## config.mk

```make
export PLATFORM = sky130hd
export DESIGN_NAME = dual_wb_arbiter_flat
export DESIGN_NICKNAME = d
export VERILOG_FILES = /design/src/rtl/dual_wb_arbiter_if.sv /design/src/rtl/dual_wb_arbiter.sv /design/src/flat_wrapper.sv
export SDC_FILE = /design/constraint.sdc
export NUM_CORES = 1
export LEC_CHECK = 0
export BUFFER_PORTS_ARGS = -buffer_cell sky130_fd_sc_hd__buf_2
export CAP_MARGIN = 20
export CORE_ASPECT_RATIO = 1.4
export CORE_MARGIN = 1.5
export CORE_UTILIZATION = 50
export DETAILED_ROUTE_END_ITERATION = 8
export PLACE_DENSITY_LB_ADDON = 0.1
export SKIP_CTS_REPAIR_TIMING = 1
export SYNTH_ARGS = -nofsm -noshare
export SYNTH_HDL_FRONTEND = slang
export SYNTH_SLANG_ARGS = --single-unit
```

## constraint.sdc

```tcl
create_clock -name clk -period 2.3 [get_ports clk]
set_input_delay 0.23 -clock clk [delete_from_list [all_inputs] [get_ports clk]]
set_output_delay 0.23 -clock clk [all_outputs]
set_load 0.05 [all_outputs]
```

## src/rtl/dual_wb_arbiter_if.sv

```systemverilog
// Lane-result and register-file write bundle for dual_wb_arbiter (fwd_* present only with WB_FORWARD_EN).
// The slave modport is the arbiter side; the master modport is the producer / regfile side.
interface dual_wb_arbiter_if #(
   parameter int DEPTH  = 4,
   parameter int ADDR_W = 5,
   parameter int DATA_W = 32
);
   logic                      lane0_valid;
   logic [ADDR_W-1:0]         lane0_rd;
   logic [DATA_W-1:0]         lane0_data;
   logic                      lane1_valid;
   logic [ADDR_W-1:0]         lane1_rd;
   logic [DATA_W-1:0]         lane1_data;
   logic                      in_ready;
   logic [ADDR_W-1:0]         write_reg;
   logic [DATA_W-1:0]         write_data;
   logic                      reg_write;
   logic [$clog2(DEPTH):0]    pending_count;
   logic                      busy;
`ifdef WB_FORWARD_EN
   logic [ADDR_W-1:0]         fwd_rs;
   logic                      fwd_hit;
   logic [DATA_W-1:0]         fwd_data;

   modport slave (
      input  lane0_valid, lane0_rd, lane0_data, lane1_valid, lane1_rd, lane1_data, fwd_rs,
      output in_ready, write_reg, write_data, reg_write, pending_count, busy, fwd_hit, fwd_data
   );
   modport master (
      output lane0_valid, lane0_rd, lane0_data, lane1_valid, lane1_rd, lane1_data, fwd_rs,
      input  in_ready, write_reg, write_data, reg_write, pending_count, busy, fwd_hit, fwd_data
   );
`else
   modport slave (
      input  lane0_valid, lane0_rd, lane0_data, lane1_valid, lane1_rd, lane1_data,
      output in_ready, write_reg, write_data, reg_write, pending_count, busy
   );
   modport master (
      output lane0_valid, lane0_rd, lane0_data, lane1_valid, lane1_rd, lane1_data,
      input  in_ready, write_reg, write_data, reg_write, pending_count, busy
   );
`endif
endinterface

```

## src/rtl/dual_wb_arbiter.sv

```systemverilog
// Two-lane writeback queue onto a single regfile write port; accept at edge N, write visible after N+1.
// in_ready drops when fewer than two slots are free; optional forwarding lookup under WB_FORWARD_EN.
module dual_wb_arbiter #(
   parameter int DEPTH  = 4,
   parameter int ADDR_W = 5,
   parameter int DATA_W = 32
) (
   input logic               clk,
   input logic               rst_n,
   dual_wb_arbiter_if.slave  wb
);
   localparam int PTR_W = $clog2(DEPTH);
   localparam int CNT_W = PTR_W + 1;

   logic [ADDR_W-1:0] r_fifo_rd   [DEPTH];
   logic [DATA_W-1:0] r_fifo_data [DEPTH];
   logic [PTR_W-1:0]  r_wptr;
   logic [PTR_W-1:0]  r_rptr;
   logic [CNT_W-1:0]  r_count;
   logic              r_reg_write;
   logic [ADDR_W-1:0] r_write_reg;
   logic [DATA_W-1:0] r_write_data;

   logic              w_in_ready;
   logic              w_keep0;
   logic              w_keep1;
   logic              w_deq;
   logic [1:0]        w_enq_n;
   logic [PTR_W-1:0]  w_wptr1;

   assign w_in_ready = (r_count <= CNT_W'(DEPTH - 2));

   // Lane 0 is dead when the younger lane 1 overwrites the same register this cycle.
   assign w_keep0 = w_in_ready && wb.lane0_valid && (wb.lane0_rd != '0) &&
                    !(wb.lane1_valid && (wb.lane1_rd == wb.lane0_rd));
   assign w_keep1 = w_in_ready && wb.lane1_valid && (wb.lane1_rd != '0);
   assign w_enq_n = {1'b0, w_keep0} + {1'b0, w_keep1};
   assign w_wptr1 = r_wptr + PTR_W'(w_keep0);
   assign w_deq   = (r_count != '0);

   always_ff @(posedge clk or negedge rst_n) begin
      if (!rst_n) begin
         for (int i = 0; i < DEPTH; i++) begin
            r_fifo_rd[i]   <= '0;
            r_fifo_data[i] <= '0;
         end
         r_wptr       <= '0;
         r_rptr       <= '0;
         r_count      <= '0;
         r_reg_write  <= 1'b0;
         r_write_reg  <= '0;
         r_write_data <= '0;
      end else begin
         if (w_keep0) begin
            r_fifo_rd[r_wptr]   <= wb.lane0_rd;
            r_fifo_data[r_wptr] <= wb.lane0_data;
         end
         if (w_keep1) begin
            r_fifo_rd[w_wptr1]   <= wb.lane1_rd;
            r_fifo_data[w_wptr1] <= wb.lane1_data;
         end
         r_wptr      <= r_wptr + PTR_W'(w_enq_n);
         r_reg_write <= w_deq;
         if (w_deq) begin
            r_write_reg  <= r_fifo_rd[r_rptr];
            r_write_data <= r_fifo_data[r_rptr];
            r_rptr       <= r_rptr + PTR_W'(1);
         end
         r_count <= r_count + CNT_W'(w_enq_n) - CNT_W'(w_deq);
      end
   end

   assign wb.in_ready      = w_in_ready;
   assign wb.write_reg     = r_write_reg;
   assign wb.write_data    = r_write_data;
   assign wb.reg_write     = r_reg_write;
   assign wb.pending_count = r_count;
   assign wb.busy          = w_deq | r_reg_write;

`ifdef WB_FORWARD_EN
   logic              w_fwd_hit;
   logic [DATA_W-1:0] w_fwd_data;

   // Walk head to tail so the youngest queued match overrides the output register.
   always_comb begin
      logic [PTR_W-1:0] w_idx;
      w_fwd_hit  = 1'b0;
      w_fwd_data = '0;
      w_idx      = r_rptr;
      if (wb.fwd_rs != '0) begin
         if (r_reg_write && (r_write_reg == wb.fwd_rs)) begin
            w_fwd_hit  = 1'b1;
            w_fwd_data = r_write_data;
         end
         for (int i = 0; i < DEPTH; i++) begin
            w_idx = r_rptr + PTR_W'(i);
            if ((CNT_W'(i) < r_count) && (r_fifo_rd[w_idx] == wb.fwd_rs)) begin
               w_fwd_hit  = 1'b1;
               w_fwd_data = r_fifo_data[w_idx];
            end
         end
      end
   end

   assign wb.fwd_hit  = w_fwd_hit;
   assign wb.fwd_data = w_fwd_data;
`endif
endmodule
```

## src/flat_wrapper.sv

```systemverilog
// flat-port wrapper written by rule: the top's interface ports become plain ports
module dual_wb_arbiter_flat 
#(
   parameter int DEPTH  = 4,
   parameter int ADDR_W = 5,
   parameter int DATA_W = 32
)
  (clk, rst_n, wb_lane0_valid, wb_lane0_rd, wb_lane0_data, wb_lane1_valid, wb_lane1_rd, wb_lane1_data, wb_in_ready, wb_write_reg, wb_write_data, wb_reg_write, wb_pending_count, wb_busy);
  dual_wb_arbiter_if #(.DEPTH(DEPTH), .ADDR_W(ADDR_W), .DATA_W(DATA_W)) wb_i ();
  input logic clk;
  input logic rst_n;
  input wire logic [$bits(wb_i.lane0_valid)-1:0] wb_lane0_valid;
  input wire logic [$bits(wb_i.lane0_rd)-1:0] wb_lane0_rd;
  input wire logic [$bits(wb_i.lane0_data)-1:0] wb_lane0_data;
  input wire logic [$bits(wb_i.lane1_valid)-1:0] wb_lane1_valid;
  input wire logic [$bits(wb_i.lane1_rd)-1:0] wb_lane1_rd;
  input wire logic [$bits(wb_i.lane1_data)-1:0] wb_lane1_data;
  output wire logic [$bits(wb_i.in_ready)-1:0] wb_in_ready;
  output wire logic [$bits(wb_i.write_reg)-1:0] wb_write_reg;
  output wire logic [$bits(wb_i.write_data)-1:0] wb_write_data;
  output wire logic [$bits(wb_i.reg_write)-1:0] wb_reg_write;
  output wire logic [$bits(wb_i.pending_count)-1:0] wb_pending_count;
  output wire logic [$bits(wb_i.busy)-1:0] wb_busy;
  assign wb_i.lane0_valid = wb_lane0_valid;
  assign wb_i.lane0_rd = wb_lane0_rd;
  assign wb_i.lane0_data = wb_lane0_data;
  assign wb_i.lane1_valid = wb_lane1_valid;
  assign wb_i.lane1_rd = wb_lane1_rd;
  assign wb_i.lane1_data = wb_lane1_data;
  assign wb_in_ready = wb_i.in_ready;
  assign wb_write_reg = wb_i.write_reg;
  assign wb_write_data = wb_i.write_data;
  assign wb_reg_write = wb_i.reg_write;
  assign wb_pending_count = wb_i.pending_count;
  assign wb_busy = wb_i.busy;
  dual_wb_arbiter #(.DEPTH(DEPTH), .ADDR_W(ADDR_W), .DATA_W(DATA_W)) u_core (.clk(clk), .rst_n(rst_n), .wb(wb_i));
endmodule
```

Yosys cells after proc, flatten, opt, wreduce, memory -nomap -nowiden
Cells that the tools add are included.
{"block": "op_classes", "eq_ne": 1, "reduce_logical": 12, "magnitude_cmp": 6, "bitwise": 4, "muxes": 22, "add_sub_neg": 6}
{"op": "bitwise mux 128 bit", "n": 2}
{"op": "2-to-1 mux 128 bit", "n": 2}
{"op": "demux 32 bit (select 2 bit)", "n": 2}
{"op": "2-to-1 mux 32 bit", "n": 4}
{"op": "binary-select mux 32 bit (select 2 bit)", "n": 1}
{"op": "bitwise mux 20 bit", "n": 2}
{"op": "2-to-1 mux 20 bit", "n": 2}
{"op": "demux 5 bit (select 2 bit)", "n": 2}
{"op": "2-to-1 mux 5 bit", "n": 4}
{"op": "binary-select mux 5 bit (select 2 bit)", "n": 1}
{"op": "nonzero test 5 bit", "n": 2}
{"op": ">= comparator 3 bit, second input constant", "n": 3}
{"op": "NOT 2 -> 3 bit", "n": 3}
{"op": "logical AND 1 bit", "n": 8}
{"op": "less-than comparator 3 x 1 -> 1 bit, second input constant", "n": 2}
{"op": "== test 5 bit", "n": 1}
{"op": "adder 3 x 2 -> 3 bit", "n": 1}
{"op": "<= comparator 3 x 2 -> 1 bit, second input constant", "n": 1}
{"op": "nonzero test 3 bit", "n": 1}
{"op": "subtractor 3 x 1 -> 3 bit", "n": 1}
{"op": "adder 1 x 1 -> 2 bit", "n": 1}
{"op": "adder 2 x 1 -> 2 bit", "n": 1}
{"op": "adder 2 x 1 -> 2 bit, second input constant", "n": 1}
{"op": "adder 2 bit", "n": 1}
{"op": "other kinds (2)", "n": 2}
{"block": "totals", "out_inout_bits": 43, "input_bits": 78, "reg_bits": 193, "word_cells": 65}

Logic depth before layout (Yosys ltp)
{"block": "depth", "word_depth": 12, "depth_mapped": 14}

Least setup slack after synthesis
Ideal clock, no wire load.
{"block": "synth_timing", "kind": "flip-flop to flip-flop", "from": "register u_core.r_count[1], in the netlist u_core.wb.pending_count[1]", "to": "register u_core.r_count[2], in the netlist u_core.wb.pending_count[2]", "required_time_ps": 2177, "arrival_time_ps": 2792, "period_less_slack_ps": 2914, "setup_time_ps": 123, "setup_slack_ps": -614, "stages_incl_launch_ff": 9, "path_cell_list": "dfrtp_1 a21oi_2 o311a_4 ha_1 inv_1 ha_1 fa_1 xor2_1 xnor2_1"}
{"block": "synth_between", "elab_chain_len": 7, "word_cells_on_any_way": 10}
{"item": "from (decl)", "line_no": "dual_wb_arbiter.sv:19", "source": "logic [CNT_W-1:0] r_count;"}
{"item": "from (signal assigned)", "line_no": "dual_wb_arbiter.sv:69", "source": "r_count <= r_count + CNT_W'(w_enq_n) - CNT_W'(w_deq);"}
{"item": "<= comparator 3 x 2 -> 1 bit (*)", "line_no": "dual_wb_arbiter.sv:31", "source": "assign w_in_ready = (r_count <= CNT_W'(DEPTH - 2));"}
{"item": "via wb_in_ready", "line_no": "flat_wrapper.sv:18", "source": "output wire logic [$bits(wb_i.in_ready)-1:0] wb_in_ready;"}
{"item": "logical AND 1 bit (3 in series)", "line_no": "dual_wb_arbiter.sv:34", "source": "assign w_keep0 = w_in_ready && wb.lane0_valid && (wb.lane0_rd != '0) &&"}
{"item": "adder 1 x 1 -> 2 bit (*)", "line_no": "dual_wb_arbiter.sv:37", "source": "assign w_enq_n = {1'b0, w_keep0} + {1'b0, w_keep1};"}
{"item": "adder 3 x 2 -> 3 bit (*)", "line_no": "dual_wb_arbiter.sv:69"}
{"item": "subtractor 3 x 1 -> 3 bit (*)", "line_no": "dual_wb_arbiter.sv:69"}
Mark *: on every way through the listed nets, which the timed path passes. The rest lies on a longest branch.
A chain may end at the register's enable or synchronous reset.

Final worst setup path
{"block": "layout_timing", "from": "register u_core.r_count[1], in the netlist u_core.wb.pending_count[1]", "to": "output port wb_busy"}
{"block": "layout_between", "elab_chain_len": 2}
{"item": "nonzero test 3 bit", "line_no": "dual_wb_arbiter.sv:39", "source": "assign w_deq = (r_count != '0);"}
{"item": "OR 1 bit", "line_no": "dual_wb_arbiter.sv:78", "source": "assign wb.busy = w_deq | r_reg_write;"}
{"item": "to (decl)", "line_no": "flat_wrapper.sv:23", "source": "output wire logic [$bits(wb_i.busy)-1:0] wb_busy;"}
No other way between the ends.

==> results.cfg <==
[power_and_ir_drop]
p_leak_nw = 5.00
power.total_w = 0.0183
power_density_nw_per_um2 = 1540
irDropWorstVdd_mv = 1.18

[detailed_routing]
dr.pass1.iters = 6
drtIter0Drc = 963
vias_per_cell = 6.30
drt.antenna.violating_nets = 0
drc_errors = 0
routed_wl_mm = 31.2
dr_total_vias = 9229
wl_per_cell_um = 21.3

[grt]
grt_pass1_vias = 8813
grt_use_total = 0.308
overflow = 0
antenna_found_initial = 4
grt_max_degree = 69
grt_pass1_wl_mm = 49.3

[final_layout]
drive_gt1_frac = 0.231
syn_to_final_growth_pct = 17.5
nFillCells = 1758
finish.utilization = 0.598
layout.nets = 1282
largest_reg_flops = 128
top_register = u_core.r_fifo_data

[critical_path]
worst_setup_path_start_kind = flop
critPathTopFamily = buffers and inverters
end_kind = output port
worst_path_max_delay_cell = dfrtp_2
crit_chain = nor3_2, buf_6, nand2b_1, buf_2
worst_ep_arrival_time_ns = 1.97
timing.rr.end = u_core.r_fifo_data[113]$_DFF_PN0_
worstPathRequired_ns = 2.07
criticalPathCategory = reg2out
regToRegSetupSlack_ns = 0.16
path_depth = 4
slowest_delay_ns = 0.46
path_buf_inv = 2
reg2reg_from = u_core.wb.pending_count[1]$_DFF_PN0_
worstRegToRegCells = 9
cp_max_fo = 39

[sta]
fin_crit_sh = 0.955
relSlewSlack = 0.504
finalHoldViolations = 0
finalCriticalPeriod_ns = 2.20
max_freq_mhz = 455
setup_viol = 0
worst_pin_slew_ns = 0.744
drv_slew = 0
worst_clock_skew_ns = 0.0161

[placement]
place_congestion = 0.806
dp.final_hpwl_mm = 18.8
place.port_buffers = 120

[floorplanning]
die_h_um = 171
dieArea_sq_um = 21100
rows = 61
die_w_um = 123
start_util = 0.509
ioPinCount = 121
core-area_sq_um = 19800

[synthesis]
yosys.area.top_type = dfrtp_1
synth.distinct_cells = 33
synth.most_common_cell = dfrtp_1
ys_top_cells_by_area = dfrtp_1 (48%), a31oi_1 (9.2%), mux4_2 (8.2%)
ys_async_sr_fraction = 1.00
yosysSeqAreaShare = 0.478
ys.flop_type = dfrtp_1
synth.avg_cell_area_sq_um = 9.16
yosysWarnings = 0
synth_area_sq_um = 10100
netlist_instances = 1103
synth_commonest_cells = dfrtp_1 (193), nor2_1 (151), a31oi_1 (148)
ys_ff_latch = 193
synth_fp_nets = 1188
synth_edf_count = 0
synth_top_cell_area_share = 0.478

[clocking]
cts-htree-levels = 4
clock_latency_ns = 0.45
cts.sinks = 193
cts_root_buf = clkbuf_16
cts_tree = done
cts_buffer_depth = 2
clk_pin_slew_ns = 0.08
numCtsBuffers = 17

[worst_hold_path]
min_delay_path_depth = 3
hold_class = in2reg
min-delay-start = wb_lane0_data[0]
holdPathEnd = u_core.r_fifo_data[64]$_DFF_PN0_

[run_status]
status = finished clean

[flow_run]
drv_cap = 0
cell type report:
class	instances	area, sq um	share of cell area
well taps	252	315	0.0266
repair buffers	187	1380	0.116
inverters	7	26.3	0.00221
diodes	4	10.0	0.000843
clock buffers	18	429	0.0362
multi-input cells	791	4730	0.399
clock inverters	14	143	0.0120
flip-flops and latches	193	4840	0.407
logic make-up after synthesis:
| logic type | share of synthesized area |
|---|---|
| mux | 0.0825 |
| flops | 0.478 |
| fa+ha+maj | 0.00941 |
| compound gates | 0.170 |
| buf+inv | 0.0620 |
| xor+xnor | 0.0113 |
| simple gates | 0.187 |
how the worst max path moves through the flow:
stage	to	slack [ns]	startpoint
after floorplan	u_core.wb.pending_count[2]$_DFF_PN0_	-0.16	u_core.wb.pending_count[1]$_DFF_PN0_
after global placement	u_core.wb.pending_count[2]$_DFF_PN0_	-0.02	wb_lane0_rd[0]
after detailed placement	u_core.r_fifo_data[125]$_DFF_PN0_	-0.06	wb_lane0_rd[0]
after CTS	wb_busy	-0.04	u_core.wb.pending_count[1]$_DFF_PN0_
after global routing	u_core.r_fifo_data[116]$_DFF_PN0_	-0.009	u_core.wb.pending_count[1]$_DFF_PN0_
final	wb_busy	0.10	u_core.wb.pending_count[1]$_DFF_PN0_
metal layers:
layer	track usage	wire, um
met1	0.418	12900
met4	0.111	732
met3	0.0521	2160
met2	0.499	15400
met5	0	0
power by group:
group | total, W | leakage, nW | internal, W | switching (W)
combinational | 0.00902 | 2.44 | 0.00359 | 0.00544
clock | 0.00296 | 0.276 | 0.00160 | 0.00137
sequential | 0.00629 | 2.28 | 0.00525 | 0.00104
total | 0.0183 | 5.00 | 0.0104 | 0.00784
worst min-delay path: cells and delay by family:
family          cells  cell delay [ns]
compound gates      1             0.08
buf+inv             1             0.12
simple gates        1             0.06
stage by stage:
step	TNS (ns)	hold slack, ns	std cells	worst slack, ns	cell area [sq um]
2_1_floorplan	-0.632	-0.0656	1103	-0.163	10200
3_3_place_gp	-0.0239	0.290	1429	-0.0239	11300
3_5_place_dp	-1.06	0.287	1429	-0.0556	11300
4_1_cts	-0.0364	-0.186	1461	-0.0364	11800
5_1_grt	-0.00867	0.0843	1465	-0.00867	11900
6_report	0	0.0718	1466	0.104	11900
cells in the final DEF (no fill, tap or decap), drive strengths merged, types with 2 or more instances in the layout:
master	instances
a31oi	148
and2	2
buf	185
bufinv	2
clkbuf	19
clkinv	9
clkinvlp	3
dfrtp	193
diode	4
ha	6
inv	7
mux4	37
nand2	118
nand2b	2
nand3	131
nand4	21
nor2	152
nor2b	2
nor3	2
o21ai	148
or2	2
xnor2	11
xor2	2
Note: power is estimated with default switching activity, not from simulation.
